## config.mk

```make
export PLATFORM = sky130hd
export DESIGN_NAME = sparse_stream_sink
export DESIGN_NICKNAME = d
export VERILOG_FILES = /design/src/rtl/sparse_token_pkg.sv /design/src/rtl/sink_capture_mem.sv /design/src/rtl/sink_protocol_chk.sv /design/src/rtl/sparse_stream_sink.sv
export SDC_FILE = /design/constraint.sdc
export NUM_CORES = 2
export LEC_CHECK = 0
export BUFFER_PORTS_ARGS = -buffer_cell sky130_fd_sc_hd__buf_2
export CORE_UTILIZATION = 35
export DETAILED_ROUTE_END_ITERATION = 10
export HOLD_SLACK_MARGIN = 0.05
export MAX_ROUTING_LAYER = met4
export RECOVER_POWER = 100
export SYNTH_ARGS = -nofsm -noshare
export SYNTH_HDL_FRONTEND = slang
export SYNTH_MEMORY_MAX_BITS = 65536
export SYNTH_SLANG_ARGS = --single-unit
export TNS_END_PERCENT = 100
```

## constraint.sdc

```tcl
create_clock -name clk -period 4.3 [get_ports clk]
set_input_delay 0 -clock clk [delete_from_list [all_inputs] [get_ports clk]]
set_output_delay 0 -clock clk [all_outputs]
set_load 0.01 [all_outputs]
```

## src/rtl/sparse_token_pkg.sv

```systemverilog
// Shared definitions for the 17-bit sparse token stream: token classes,
// the fixed done/stop encodings and the sink FSM states.
package sparse_token_pkg;

    localparam int unsigned TOKEN_W = 17;
    localparam logic [TOKEN_W-1:0] DONE_TOKEN = 17'h10100;
    // Control flag set, level byte's upper neighbour cleared
    localparam logic [8:0] STOP_PREFIX = 9'h100;

    typedef enum logic [1:0] {
        IDLE = 2'd0,
        RUN  = 2'd1,
        DONE = 2'd2
    } sink_state_e;

    function automatic logic is_ctrl(input logic [TOKEN_W-1:0] tok);
        return tok[TOKEN_W-1];
    endfunction

    function automatic logic is_done(input logic [TOKEN_W-1:0] tok);
        return (tok == DONE_TOKEN);
    endfunction

    function automatic logic is_stop(input logic [TOKEN_W-1:0] tok);
        return (tok[TOKEN_W-1:8] == STOP_PREFIX);
    endfunction

    function automatic logic [7:0] stop_level(input logic [TOKEN_W-1:0] tok);
        return tok[7:0];
    endfunction

    function automatic logic is_illegal(input logic [TOKEN_W-1:0] tok);
        return is_ctrl(tok) & ~is_stop(tok) & ~is_done(tok);
    endfunction

endpackage

```

## src/rtl/sink_capture_mem.sv

```systemverilog
// Capture buffer: one write port, one registered read port.
// A same-address read and write in one cycle returns the old contents.
module sink_capture_mem #(
    parameter  int unsigned WIDTH = 17,
    parameter  int unsigned DEPTH = 256,
    localparam int unsigned AW    = $clog2(DEPTH)
) (
    input  logic             clk,
    input  logic             rst,
    input  logic             rd_en,
    input  logic             rd_clr,
    input  logic             wr_en,
    input  logic [AW-1:0]    wr_addr,
    input  logic [WIDTH-1:0] wr_data,
    input  logic [AW-1:0]    rd_addr,
    output logic [WIDTH-1:0] rd_data
);

    logic [WIDTH-1:0] mem_r [DEPTH];
    logic [WIDTH-1:0] rd_data_r;

    // Storage array write; contents survive reset and soft clear
    always_ff @(posedge clk) begin
        if (wr_en) begin
            mem_r[wr_addr] <= wr_data;
        end
    end

    // Read data register
    always_ff @(posedge clk or posedge rst) begin
        if (rst) begin
            rd_data_r <= '0;
        end else if (rd_clr) begin
            rd_data_r <= '0;
        end else if (rd_en) begin
            rd_data_r <= mem_r[rd_addr];
        end
    end

    assign rd_data = rd_data_r;

endmodule

```

## src/rtl/sink_protocol_chk.sv

```systemverilog
// Protocol checker for the sparse stream sink; carries assertions only.
module sink_protocol_chk (
    input logic clk,
    input logic rst,
    input logic in_done_state,
    input logic xfer
);

    // Once the done token is taken the sink never completes another handshake
    a_no_xfer_after_done: assert property (@(posedge clk) disable iff (rst)
        !(in_done_state && xfer));

endmodule

```

## src/rtl/sparse_stream_sink.sv

```systemverilog
// Receiving end of the sparse token stream: patterned backpressure, token
// capture, token classification and first-valid-to-done latency measurement.
module sparse_stream_sink
    import sparse_token_pkg::*;
#(
    parameter  int unsigned DEPTH = 256,
    parameter  int unsigned PAT_W = 8,
    parameter  int unsigned CNT_W = 32,
    localparam int unsigned AW    = $clog2(DEPTH),
    localparam int unsigned SW    = (PAT_W > 1) ? $clog2(PAT_W) : 1
) (
    input  logic               clk,
    input  logic               rst,
    input  logic               clk_en,
    input  logic               flush,
    input  logic               tile_en,
    input  logic [TOKEN_W-1:0] data_in,
    input  logic               data_in_valid,
    output logic               data_in_ready,
    input  logic [PAT_W-1:0]   stall_pattern,
    input  logic [AW-1:0]      rd_addr,
    output logic [TOKEN_W-1:0] rd_data,
    output logic [AW:0]        token_count,
    output logic [15:0]        stop_count,
    output logic [CNT_W-1:0]   cycle_count,
    output logic               done,
    output logic               overflow,
    output logic               protocol_err
);

    localparam logic [AW:0]    DEPTH_C   = (AW+1)'(DEPTH);
    localparam logic [AW:0]    TOK_ONE   = (AW+1)'(1'b1);
    localparam logic [SW-1:0]  SLOT_LAST = SW'(PAT_W - 1);
    localparam logic [SW-1:0]  SLOT_ONE  = SW'(1'b1);
    localparam logic [CNT_W-1:0] CYC_ONE = CNT_W'(1'b1);

    sink_state_e        state_r;
    sink_state_e        state_nxt_s;
    logic [SW-1:0]      slot_r;
    logic [AW:0]        token_count_r;
    logic [15:0]        stop_count_r;
    logic [CNT_W-1:0]   cycle_count_r;
    logic               done_r;
    logic               overflow_r;
    logic               protocol_err_r;

    logic ready_s;
    logic xfer_s;
    logic start_s;
    logic count_en_s;
    logic buf_full_s;
    logic wr_en_s;
    logic tok_done_s;
    logic tok_stop_s;
    logic tok_bad_s;
    logic late_data_s;

    // Ready is a pure function of registered state and the enables, never of valid
    assign ready_s = clk_en & tile_en & ~flush & ~rst
                   & (state_r != DONE) & stall_pattern[slot_r];

    // Handshake qualification, token decode and next-state selection
    always_comb begin
        xfer_s      = data_in_valid & ready_s;
        tok_done_s  = is_done(data_in);
        tok_stop_s  = is_stop(data_in);
        tok_bad_s   = is_illegal(data_in);
        buf_full_s  = (token_count_r == DEPTH_C);
        wr_en_s     = xfer_s & ~buf_full_s;
        late_data_s = xfer_s & (state_r == DONE) & ~is_ctrl(data_in);
        start_s     = clk_en & tile_en & ~flush & data_in_valid & (state_r == IDLE);
        count_en_s  = clk_en & ~flush & (start_s | (state_r == RUN));

        state_nxt_s = state_r;
        if (!clk_en) begin
            state_nxt_s = state_r;
        end else if (flush) begin
            state_nxt_s = IDLE;
        end else begin
            case (state_r)
                IDLE: begin
                    if (xfer_s && tok_done_s) begin
                        state_nxt_s = DONE;
                    end else if (start_s) begin
                        state_nxt_s = RUN;
                    end else begin
                        state_nxt_s = IDLE;
                    end
                end
                RUN: begin
                    if (xfer_s && tok_done_s) begin
                        state_nxt_s = DONE;
                    end else begin
                        state_nxt_s = RUN;
                    end
                end
                DONE: begin
                    state_nxt_s = DONE;
                end
                default: begin
                    state_nxt_s = IDLE;
                end
            endcase
        end
    end

    // FSM state register
    always_ff @(posedge clk or posedge rst) begin
        if (rst) begin
            state_r <= IDLE;
        end else begin
            state_r <= state_nxt_s;
        end
    end

    // Backpressure rotation slot: free-running on every enabled cycle
    always_ff @(posedge clk or posedge rst) begin
        if (rst) begin
            slot_r <= '0;
        end else if (clk_en) begin
            if (flush) begin
                slot_r <= '0;
            end else if (slot_r == SLOT_LAST) begin
                slot_r <= '0;
            end else begin
                slot_r <= slot_r + SLOT_ONE;
            end
        end
    end

    // Token/stop/cycle counters and sticky status flags
    always_ff @(posedge clk or posedge rst) begin
        if (rst) begin
            token_count_r  <= '0;
            stop_count_r   <= '0;
            cycle_count_r  <= '0;
            done_r         <= 1'b0;
            overflow_r     <= 1'b0;
            protocol_err_r <= 1'b0;
        end else if (clk_en) begin
            if (flush) begin
                token_count_r  <= '0;
                stop_count_r   <= '0;
                cycle_count_r  <= '0;
                done_r         <= 1'b0;
                overflow_r     <= 1'b0;
                protocol_err_r <= 1'b0;
            end else begin
                if (wr_en_s) begin
                    token_count_r <= token_count_r + TOK_ONE;
                end
                if (xfer_s && tok_stop_s) begin
                    stop_count_r <= stop_count_r + 16'd1;
                end
                // Latency counter sticks at all-ones rather than wrapping
                if (count_en_s && (cycle_count_r != '1)) begin
                    cycle_count_r <= cycle_count_r + CYC_ONE;
                end
                if (xfer_s && tok_done_s) begin
                    done_r <= 1'b1;
                end
                if (xfer_s && buf_full_s) begin
                    overflow_r <= 1'b1;
                end
                if ((xfer_s && tok_bad_s) || late_data_s) begin
                    protocol_err_r <= 1'b1;
                end
            end
        end
    end

    sink_capture_mem #(
        .WIDTH (TOKEN_W),
        .DEPTH (DEPTH)
    ) u_mem (
        .clk     (clk),
        .rst     (rst),
        .rd_en   (clk_en & ~flush),
        .rd_clr  (clk_en & flush),
        .wr_en   (wr_en_s),
        .wr_addr (token_count_r[AW-1:0]),
        .wr_data (data_in),
        .rd_addr (rd_addr),
        .rd_data (rd_data)
    );

    sink_protocol_chk u_chk (
        .clk           (clk),
        .rst           (rst),
        .in_done_state (state_r == DONE),
        .xfer          (xfer_s)
    );

    assign data_in_ready = ready_s;
    assign token_count   = token_count_r;
    assign stop_count    = stop_count_r;
    assign cycle_count   = cycle_count_r;
    assign done          = done_r;
    assign overflow      = overflow_r;
    assign protocol_err  = protocol_err_r;

endmodule
```

# Yosys cells after proc, flatten, opt, wreduce, memory -nomap -nowiden
# Memories as Yosys holds them, arrays and structs flattened.
# Index checks and enable logic that the tools add are counted.
[totals]
register_bits = 82
ramBits = 4352
inputBits = 39
output_inout_bits = 78
word_cells = 91
memories = 1
[op_classes]
addsub = 4
magnitude_cmp = 1
n_eq_ne = 8
muxes = 25
bitwise_logic = 23
n_reduce_logical = 20
[memory_table]
columns = ["memory", "depth", "width", "read_ports", "rd_ports_with_merged_regs", "write_ports", "line", "rtl"]
rows = [
  ["u_mem.mem_r", 256, 17, 1, 0, 1, "sink_capture_mem.sv:19", "logic [WIDTH-1:0] mem_r [DEPTH];"],
]
[ops]
columns = ["operator", "count"]
rows = [
  ["32-bit 2-to-1 mux", 2],
  ["17-bit 2-to-1 mux", 2],
  ["32-bit by 1-bit adder with 32-bit output, second input constant", 1],
  ["16-bit 2-to-1 mux", 2],
  ["32-bit inequality test, second input constant", 1],
  ["9-bit equality test, second input constant", 2],
  ["9-bit 2-to-1 mux", 2],
  ["17-bit equality test, second input constant", 1],
  ["16-bit by 1-bit adder with 16-bit output, second input constant", 1],
  ["1-bit bitwise AND", 16],
  ["2-bit nonzero test", 7],
  ["2-bit AND reduction", 6],
  ["1-bit 2-to-1 mux", 10],
  ["9-bit by 1-bit adder with 9-bit output, second input constant", 1],
  ["2-bit 2-to-1 mux", 3],
  ["3-bit 2-to-1 mux", 2],
  ["1-bit NOT", 6],
  ["2-bit case mux with 3 select lines", 1],
  ["1-bit logical AND", 5],
  ["3-bit by 4-bit < comparator with 1-bit output, second input constant", 1],
  ["3-bit by 1-bit adder with 3-bit output, second input constant", 1],
  ["1-bit binary-select mux with 3-bit select", 1],
  ["3-bit equality test, second input constant", 1],
  ["2-bit by 1-bit equality test with 1-bit output, second input constant", 1],
  ["5 further kinds", 5],
]

# Longest topological paths before layout
[logic_depth]
word_depth = 11
ltp_mapped = 13
depth_no_buf = 8

# Modules after synthesis
# A second synthesis with hierarchy kept.
[hier_totals]
hier_cells = 8232
area_unflattened_um2 = 172494.2
[modules_own_cells]
columns = ["module", "instances", "cells_per_inst", "area_per_inst_um2", "seq_area_each_um2"]
rows = [
  ["sink_capture_mem", 1, 7817, 168753.1, 131110.7],
  ["sparse_stream_sink", 1, 415, 3741.1, 1626.6],
]

# Least setup slack after synthesis
# Ideal clock, no wire load.
[synth_timing]
kind = "reg2reg"
start = "register state_r[1]"
end = "memory u_mem.mem_r[241][0] (enable)"
setup_ps = 412
arrival_time_ps = 3112
required_ps = 3888
slack_ps = 776
path_stages_with_launch = 8
path_buffers = 2
period_less_slack_ps = 3524
path_cell_list = "dfrtp_1 nor2b_1 or4b_4 nor3b_2 buf_2 nand3_2 clkbuf_1 nor3_1"
[synth_between]
elab_chain_cells = 7
[synth_lines]
columns = ["element", "line", "rtl"]
rows = [
  ["from (decl)", "sparse_stream_sink.sv:37", "sink_state_e state_r;"],
  ["from (signal assigned)", "sparse_stream_sink.sv:112", "state_r <= state_nxt_s;"],
  ["2-bit inequality test", "sparse_stream_sink.sv:60", "& (state_r != DONE) & stall_pattern[slot_r];"],
  ["1-bit bitwise AND (2 in a row)", "sparse_stream_sink.sv:60", ""],
  ["1-bit bitwise AND", "sparse_stream_sink.sv:64", "xfer_s = data_in_valid & ready_s;"],
  ["1-bit bitwise AND", "sparse_stream_sink.sv:69", "wr_en_s = xfer_s & ~buf_full_s;"],
  ["1-bit 2-to-1 mux", "sink_capture_mem.sv:24", "if (wr_en) begin"],
  ["1-bit 2-to-1 mux (not written as such)", "sink_capture_mem.sv:25", "mem_r[wr_addr] <= wr_data;"],
  ["to (decl)", "sink_capture_mem.sv:19", ""],
]
# Every way passes these cells.

# Final worst setup path
[layout_timing]
start = "input flush"
end = "memory u_mem.mem_r[130][8] (enable)"
[layout_between]
elab_chain_cells = 9
[layout_lines]
columns = ["element", "line", "rtl"]
rows = [
  ["from (decl)", "sparse_stream_sink.sv:15", "input logic flush,"],
  ["1-bit NOT", "sparse_stream_sink.sv:59", "assign ready_s = clk_en & tile_en & ~flush & ~rst"],
  ["1-bit bitwise AND (2 in a row)", "sparse_stream_sink.sv:59", ""],
  ["1-bit bitwise AND (2 in a row)", "sparse_stream_sink.sv:60", ""],
  ["1-bit bitwise AND", "sparse_stream_sink.sv:64", ""],
  ["1-bit bitwise AND", "sparse_stream_sink.sv:69", ""],
  ["1-bit 2-to-1 mux", "sink_capture_mem.sv:24", ""],
  ["1-bit 2-to-1 mux (not written as such)", "sink_capture_mem.sv:25", ""],
]
# Every way passes these cells.

==> summary.md <==
The share of synthesized registers carrying an async set or reset was 1.849%. The number of synthesis warnings was 0. For the worst setup path, the data required time is 5010 ps. The library cells used most frequently in the layout, excluding fill and tap cells, are 4352 x sky130_fd_sc_hd__edfxtp_1, 858 x sky130_fd_sc_hd__mux4_2, 538 x sky130_fd_sc_hd__buf_4, 520 x sky130_fd_sc_hd__mux2i_1, 441 x sky130_fd_sc_hd__clkbuf_16.

Setup repair after global routing could not meet its margin everywhere. In this run the post-CTS setup repair buffer count came out at 0. Category of the critical setup timing path: in2reg.

The first global-routing pass estimated 724.8 mm of wire. The tools report the remaining design rule violation count as 0. The synthesized netlist devotes 0.2303% of its cell area to XOR and XNOR gates. Clock tree synthesis found a total of 4434 sinks. The worst setup path is launched from an input pin. The clock reaches the later pin of the worst-skew pair after 1020 ps.

Final hold violation count: 0. In this run switching power makes up 22.18% of total power. The run gives 89180 as the number of global-route vias before repair.

Main combinational cell family by area after synthesis: multiplexers. For this run the aggregate overflow at the end of global routing stands at 0. The count of input and output buffers is 116.

The wire length per cell after detailed routing came out at 33.53 microns. The final critical path takes up 98.66% of the cycle. The final reports fail on capacitance limit, slew limit.

Cells with a size suffix above 1 make up 25.41% of the layout. Summing all placed instances gives a cell area of 183300 sq um. Of the total power, combinational logic draws 5.3%. The largest single stage delay on the critical path is 800 ps. For this design the static power due to leakage is 62.21 nW. The fill cell instance count of the final layout was 42360. The sink of the worst hold path is u_mem.mem_r[92][7]$_DFFE_PP_. At the worst endpoint, the arrival time is 4950 ps.

The tightest min-delay check is of the in2reg type. After floorplanning, the core was sized to cover 486500 sq um. After detailed routing, the number of vias per cell comes to 5.769. Counting every instance in the synthesized netlist gives 8183. For this design the ratio of total power to cell area is 454.5 nW/um^2.

The floorplan step defined a die boundary enclosing 491700 sq um. The area of all placed cells without fillers came out at 197400 sq um. The number of CTS-inserted buffers is 436, and the horizontal die dimension is 701.2 microns. For this block, the routed nets add up to 530.2 mm of wire. The logs give 0.9470 for the final estimated routing congestion in global placement and 13400 for the initial DRC count.

The H-tree generated during clock tree synthesis spans 5 levels. Of all nets on the critical path, the largest fanout is 16. For the initial core utilization, the log shows 35.17%. Across the routed clock network, the largest skew measured is 60.35 ps.

The detailed route wirelength on metal3 is 61.88 mm. TritonCTS built the clock tree. Measured against the total synthesized area, the mux share comes to 14.43%. For the final routed database, the setup TNS stands at 0 ps. Buffer depth of the longest clock path: 4.

The tools report the total iterations of the first detailed-routing run as 8. The tools report the antenna violation net count after detailed routing as 0. Headroom to the max-slew limit came out at -189.2%. After floorplanning, the core was divided into 256 placement rows. In this run the most critical hold path is launched from data_in[7]. The total routing resource utilization after global routing came out at 21.61%. The cell with the biggest individual delay on the critical path was sky130_fd_sc_hd__nor2_1.

The net count of the mapped netlist was 8230. The tools report the power dissipated by switching net loads as 19.91 mW. Setup violations remaining at the end of the flow were counted as 0. Post-layout worst setup margin: 57.77 ps. Signal routing reaches up to met4. Detailed placement ended at an HPWL of 336.8 mm.

Critical path endpoint category: a register. After synthesis, the mean cell area works out to 20.91 sq um. The cell internal power dissipation came out at 69.82 mW. The startpoint identified for the worst register-to-register timing path is state_r[1]$_DFFE_PP0P_. Across all register-to-register paths, the minimum setup slack is 140 ps. The worst register-to-register path ends at u_mem.mem_r[130][8]$_DFFE_PP_. The area growth from synthesis to final layout is 15.38%, and the slew at the pin closest to its max-slew limit is 4339 ps. The critical path goes through dlygate4sd3_1 -> buf_2 -> dlygate4sd3_1 -> nand2b_4 -> or4b_4 -> nor3b_2 -> buf_4 -> and3b_1 -> nand2_1 -> nor2_1 -> buf_4. The cell sitting at the root of the clock tree is a sky130_fd_sc_hd__clkbuf_16. After synthesis, flip-flops and latches occupy 77.57% of the total area.

Timing analysis after detailed placement gives a worst setup slack of 114.4 ps. In the synthesized netlist the dominant register cell turns out to be sky130_fd_sc_hd__edfxtp_1. After Yosys synthesis, and, or, nand and nor cells account for 2.518% of the synthesized area. The number of distinct library cells after synthesis was 78. The flow ran to the end, but the final reports show violations.

The worst path needs 4242 ps of the cycle, external delays included. After synthesis the cells add up to 171100 sq um. The arithmetic-cell share of the synthesized area counting full adders, half adders and majority gates is 0.05850%, and the maximum ir drop on the vdd rail is 0.3362 mV. The top-level I/O count is 117, and the met2 routed wirelength is 241.9 mm. The number of flip-flops and latches in the synthesized netlist is 4434. Of the total power, registers draw 53.1%. Leaving out fill and tap cells, the most frequent cell in the layout is sky130_fd_sc_hd__edfxtp_1. The total count of max-transition violations in the final report is 2867. The net count of the finished layout is 8990.

Number of antenna violations at the first check in global routing: 49. The detailed router placed 91230 vias in this run. For the routed metal-1 wire length, the log shows 204.7 mm.

The floorplan step set the die height to 701.2 microns. The post-synthesis compound-gate area fraction was 3.571%. The worst hold path cell count was 2; the count of maximum capacitance violations was 42. After clock tree synthesis, the clock-pin slew on the worst setup and hold paths is 60 ps. The synthesized design contains 4352 enable-type register cells. Final core utilization: 40.58%.

The number of cells on the worst reg-to-reg path is 8. The clock network is responsible for 41.6% of the overall power. Entering global routing, the biggest net connects 169 pins.

Highest clock frequency the design can meet: 235.7 MHz.
==> metrics by stage <==
stage,power (mW),std cells,hold slack [ps]
global placement,53.07,14900,243.9
floorplan,50.57,8183,98.87
detailed placement,53.14,14910,257.5
global route,91.71,15800,75.39
CTS,90.00,15760,51.21
finish,89.73,15820,69.44
==> logic make-up (layout without fill, tap and decap cells) <==
group / Yosys count / in the layout
AO/OA/AOI/OAI: 873 / 873
XOR/XNOR: 45 / 45
adder cells (fa/ha/maj): 8 / 8
buffers and inverters: 496 / 1621
flip-flops: 4434 / 4434
multiplexers: 1392 / 1392
other: 0 / 57
AND/OR/NAND/NOR: 935 / 935
==> routing by layer <==
metal  GRT usage, %  up-vias
met1          28.66    48740
met2          32.47     5631
met5              -        -
met3          5.455      935
li1               -    35930
met4          7.551        0
==> sequential cells by signal (all words and copies together), names as in the netlist <==
signal and cells:
cycle_count 32, done 1, overflow 1, protocol_err 1
slot_r 3, state_r 2, stop_count 16, token_count 9
u_mem.mem_r 4352, u_mem.rd_data 17
==> cells in the mapped netlist, drive strengths merged, types with 8 or more instances <==
library cell  count  area share [%]
edfxtp         4352              76
mux4            858              11
mux2i           520             3.0
nor2            363            0.80
buf             293             1.2
nand2           219            0.48
clkbuf          182            0.40
o22ai           176            0.64
a22oi           167            0.73
a21oi           114            0.33
o221ai          109            0.56
nand3           102            0.30
o21ai            87            0.25
dfrtp            82             1.2
nor3             72            0.21
a211oi           54            0.24
nand4            49            0.18
a2111oi          31            0.16
xor2             27            0.14
a31oi            25           0.091
nor4             20           0.086
and2             18           0.066
inv              18           0.039
xnor2            18           0.092
a221oi           17           0.087
a22o             17           0.087
or3              17           0.062
mux2             14           0.092
and3             12           0.044
a211o            11           0.056
nor2b            11           0.040
nand2b            9           0.037
a311oi            8           0.041
ha                8           0.058
nand3b            8           0.035
o21a              8           0.035
==> power groups by stage <==
stage | registers [mW] | clock network [mW] | logic (mW)
final | 47.6 | 37.3 | 4.74
after floorplan | 48.4 | 0 | 2.13
after global placement | 48.5 | 0 | 4.59
after detailed placement | 48.5 | 0 | 4.66
after CTS | 47.6 | 37.7 | 4.73
after global routing | 47.6 | 39.2 | 4.86
==> layout make-up <==
cell class / instances / area (sq um) / area share [%]
Antenna cell: 57 / 142.6 / 0.07225
Clock buffer: 536 / 11410 / 5.781
Multi-Input combinational cell: 3253 / 36240 / 18.36
Sequential cell: 4434 / 132700 / 67.24
Clock inverter: 267 / 2430 / 1.231
Tap cell: 6450 / 8070 / 4.088
Inverter: 21 / 88.84 / 0.04500
Timing Repair Buffer: 797 / 6299 / 3.190
==> worst max-delay path, delay by kind of cell <==
family        cells  cell delay, ps
buf+inv           5            1960
simple gates      6            2940
==> what timing repair did <==
item	4_1_cts	5_1_grt
endpoints found under the hold margin	3167	0
setup endpoints to repair	0	23
hold buffers	49	0
gates resized for setup	0	3
==> how the worst max path moves through the flow <==
stage,from,end,depth (start not counted)
after floorplan,state_r[1]$_DFFE_PP0P_,u_mem.mem_r[241][0]$_DFFE_PP_,7
after global placement,rd_addr[2],u_mem.rd_data[11]$_DFFE_PP0P_,9
after detailed placement,rd_addr[1],u_mem.rd_data[8]$_DFFE_PP0P_,10
after CTS,flush,u_mem.mem_r[136][3]$_DFFE_PP_,11
after global routing,flush,u_mem.mem_r[140][4]$_DFFE_PP_,11
final,flush,u_mem.mem_r[130][8]$_DFFE_PP_,11
(Power assumes the default switching activity.)
